<file path="config.mk">
export PLATFORM = sky130hd
export DESIGN_NAME = shiftreg_mc
export DESIGN_NICKNAME = d
export VERILOG_FILES = /design/src/rtl/shiftreg_mc.sv
export SDC_FILE = /design/constraint.sdc
export NUM_CORES = 1
export LEC_CHECK = 0
export CORE_MARGIN = 1
export CORE_UTILIZATION = 42
export CTS_CLUSTER_DIAMETER = 60
export DETAILED_ROUTE_END_ITERATION = 12
export PLACE_DENSITY = 0.77
export SLEW_MARGIN = 20
export SYNTH_ARGS = -nofsm -noshare
export SYNTH_HDL_FRONTEND = slang
export SYNTH_SLANG_ARGS = --single-unit
</file>
<file path="constraint.sdc">
create_clock -name clk -period 1.8 [get_ports clk]
set_input_delay 0.36 -clock clk [delete_from_list [all_inputs] [get_ports clk]]
set_output_delay 0.36 -clock clk [all_outputs]
set_load 0.01 [all_outputs]
</file>
<file path="src/rtl/shiftreg_mc.sv">
// rtl/shiftreg_mc.sv - C-lane runtime-depth bit-serial shifter with parallel load; optional SHIFTREG_MC_ROTATE_EN adds rot input
module shiftreg_mc #(
  parameter int C = 1,
  parameter int N = 8
) (
  input  logic                   clk,
  input  logic                   clr,
  input  logic [$clog2(N)-1:0]   len,
  input  logic                   load,
  input  logic [C*N-1:0]         pdata,
  input  logic                   step,
`ifdef SHIFTREG_MC_ROTATE_EN
  input  logic                   rot,
`endif
  input  logic [C-1:0]           in,
  output logic [C-1:0]           out,
  output logic [C*N-1:0]         pout,
  output logic                   busy,
  output logic                   done
);

  localparam int LW = $clog2(N);

  logic [C-1:0][N-1:0] sr_q, sr_d;
  logic [LW-1:0]       cnt_q, cnt_d;
  logic                busy_q, busy_d;
  logic                done_q, done_d;
  logic [LW-1:0]       tap;
  logic [C-1:0]        shin;

  // Output tap follows len; out-of-range len (only possible for non-power-of-2 N) is clamped
  if ((1 << LW) > N) begin : g_clamp
    assign tap = (len > LW'(N - 1)) ? LW'(N - 1) : len;
  end else begin : g_noclamp
    assign tap = len;
  end

  // Per-lane serial input: external bit, or the lane's own tap when rotating
  always_comb begin
    shin = '0;
    for (int c = 0; c < C; c++) begin
`ifdef SHIFTREG_MC_ROTATE_EN
      shin[c] = rot ? sr_q[c][tap] : in[c];
`else
      shin[c] = in[c];
`endif
    end
  end

  // Serial outputs read each lane at the tap position
  always_comb begin
    out = '0;
    for (int c = 0; c < C; c++) begin
      out[c] = sr_q[c][tap];
    end
  end

  assign pout = sr_q;
  assign busy = busy_q;
  assign done = done_q;

  // Next state: load beats step; counter only advances while a loaded word is in flight
  always_comb begin
    sr_d   = sr_q;
    cnt_d  = cnt_q;
    busy_d = busy_q;
    done_d = 1'b0;
    if (load) begin
      sr_d   = pdata;
      cnt_d  = '0;
      busy_d = 1'b1;
    end else if (step) begin
      for (int c = 0; c < C; c++) begin
        sr_d[c] = {sr_q[c][N-2:0], shin[c]};
      end
      if (busy_q) begin
        if (cnt_q == len) begin
          cnt_d  = '0;
          busy_d = 1'b0;
          done_d = 1'b1;
        end else begin
          cnt_d = cnt_q + 1'b1;
        end
      end
    end
  end

  // State registers with synchronous clear
  always_ff @(posedge clk) begin
    if (clr) begin
      sr_q   <= '0;
      cnt_q  <= '0;
      busy_q <= 1'b0;
      done_q <= 1'b0;
    end else begin
      sr_q   <= sr_d;
      cnt_q  <= cnt_d;
      busy_q <= busy_d;
      done_q <= done_d;
    end
  end

endmodule

</file>
==> metrics.yaml <==
cts.sinks: 13
yosys_register_bits: 13
multi_input_area_um2: 414.1
crit_path_cell_trace: "mux4_2 -> mux2_2 -> buf_6"
slew_headroom: 0.7339
power.switching_mw: 0.1679
crit_type: "reg2out"
ant_nets: 0
totalWireLength_um: 1817
cts_root_buf: "clkbuf_4"
pwr-share-seq: 0.471
violations: "setup timing"
firstDrtPassIters: 3
seqCellArea_um2: 262.8
grt_setup_unrepaired: "true"
endpoint_kind: "primary output"
clkTransAtPathRegs_ns: 0.08
fp-row-count: 14
slew_violations: 0
grt_pass1_vias: 719
fin_util: 0.7217
setup_viol: 1
dieHeight_um: 42.77
worstSetupStartpointType: "flop"
p_clk_frac: 0.267
postCtsSetupBuffers: 0
ys_async_sr_fraction: 0
critPathArrivalTime_ns: 1.46
vias: 723
fin_area_um2: 1100
yosysSeqAreaShare: 0.3728
cts_buffers: 3
postSynthCellCount: 77
portBuffers: 26
drtIter0Drc: 14
clock_path_buffers: 2
cts_tree: "done"
drc_errors: 0
cts_hold_buf: 0
diodes: 0
placed_cells: 130
skew_ns: 0.005921
status: "finished with violations"
p_per_area_nw_per_um2: 601.4
synth.distinct_cells: 25
hold-path-cell-count: 2
mappedNetlistArea_um2: 698.2
required_ns: 1.44
wl_per_cell_um: 13.56
timing.final.crit_share: 1.011
nNetsFinal: 136
r2r_cells: 4
start_util: 0.4581
dieArea_um2: 1829
io_pins: 27
grt_max_degree: 14
p_comb_frac: 0.262
crit_family: "multiplexers"
postPlaceCellArea_um2: 1084
crit_buf_inv: 1
yosys_warnings: 0
ff2ff_setup_slack_ns: 0.59
syn_area_per_cell_um2: 9.067
synth_edf_count: 0
htree_levels: 1
critPathSlowestCell: "mux4_2"
stdcell_count: 134
setup_ws_ns: -0.02010
area_growth_pct: 57.53
ir_worst_vdd_v: 0.0003856
p_leak_nw: 0.4553
tightest_slew_ns: 0.3961
sw_frac_of_total: 0.2539
synthTopCellsByArea: "dfxtp_1, mux2_2, nand2_1, mux4_1, a21oi_1"
finalPower_mw: 0.6615
synth_nets: 94
crit_cells: 3
coreArea_um2: 1524
antenna_found_initial: 0
clk_latency_ns: 0.27
drive_gt1_frac: 0.2797
yosysTopAreaCellShare: 0.3728
fmax_mhz: 549.4
vias_per_cell: 5.396
yosysMostFrequentCell: "nand2_1"
grt_pass1_wl_um: 3084
period_minus_slack_ns: 1.820
synth_commonest_cells: "nand2_1, dfxtp_1, mux2_2, a21oi_1"
fillers: 130
gp_congestion: 0.7697
dp_hpwl_um: 1428
fp.dieW_um: 42.77
synth_flop_cell: "dfxtp_1"
hp-class: "reg2reg"
hold_ws_ns: 0.5410
crit_path_max_incr_delay_ns: 0.44
hold_viol: 0
cp_max_fo: 2
cell_internal_pwr_mw: 0.4935
yosys.area.top_type: "dfxtp_1"
drv_cap: 0
gr-total-overflow: 0
grtUsageTotal: 0.2207
## power by group through the flow
stage / Combinational, mW / Sequential [mW] / Clock (mW)
floorplan: 0.0610 / 0.323 / 0
global placement: 0.170 / 0.317 / 0
detailed placement: 0.173 / 0.317 / 0
CTS: 0.174 / 0.311 / 0.179
global route: 0.186 / 0.313 / 0.195
finish: 0.173 / 0.312 / 0.177
## cell families (layout without fill, tap and decap cells)
logic type,count (synthesis),after routing,share of synthesized area
compound gates,12,12,0.1004
xor+xnor,3,3,0.03764
fa+ha+maj,1,1,0.01792
buf+inv,4,45,0.02329
flops,13,13,0.3728
mux,12,12,0.2348
simple gates,32,32,0.2133
## worst min-delay path, stage by stage, from the launching register on
cell and delay, ns:
dfxtp_1 0.36, nand3_1 0.08, o31ai_1 0.06
## final cells by class
cell class | instances | share of cell area
Clock buffer | 4 | 0.02389
Multi-Input combinational cell | 60 | 0.3766
Inverter | 1 | 0.003413
Timing Repair Buffer | 40 | 0.3390
Sequential cell | 13 | 0.2389
Tap cell | 16 | 0.01820
## layout by cell type, fill, tap and decap left out, types with 2 or more instances in the layout
cell and instances:
mux4_2 2, nor2_1 2, mux2_2 9, a21oi_1 8
nand2_1 18, xor2_1 3, nor3_1 2, dfxtp_1 11
clkdlybuf4s50_1 23, dfxtp_2 2, nor4_1 3, clkbuf_4 3
buf_4 13
## sequential cells by signal (all words and copies together), names as in the netlist
name   flops
pout       8
busy       1
cnt_q      3
done       1
## routing by layer
metal,track usage,up-vias,part of all wire
met5,0,-,0
met4,0.1000,0,0.011
met3,0.05106,2,0.059
met2,0.3909,24,0.50
met1,0.2460,337,0.43
li1,-,360,-
## worst paths after layout
check	from	to
worst max-delay path	pout[2]	out
worst min-delay path	cnt_q[0]	cnt_q[0]
worst max register to register	cnt_q[0]	cnt_q[2]
worst min register to register	cnt_q[0]	cnt_q[0]
## what timing repair did
action	in CTS	in global routing
resized for setup	13	1
endpoints found under the hold margin	0	0
setup endpoints to repair	1	1
## metrics by stage
| step | setup slack, ns | setup TNS [ns] |
|---|---|---|
| CTS | -0.02376 | -0.02376 |
| global route | -0.05145 | -0.05145 |
| finish | -0.02010 | -0.02010 |
| floorplan | 0.2779 | 0 |
| global placement | -0.7214 | -0.7214 |
| detailed placement | -0.7670 | -0.7670 |
Power figures use the tool's default switching activity.
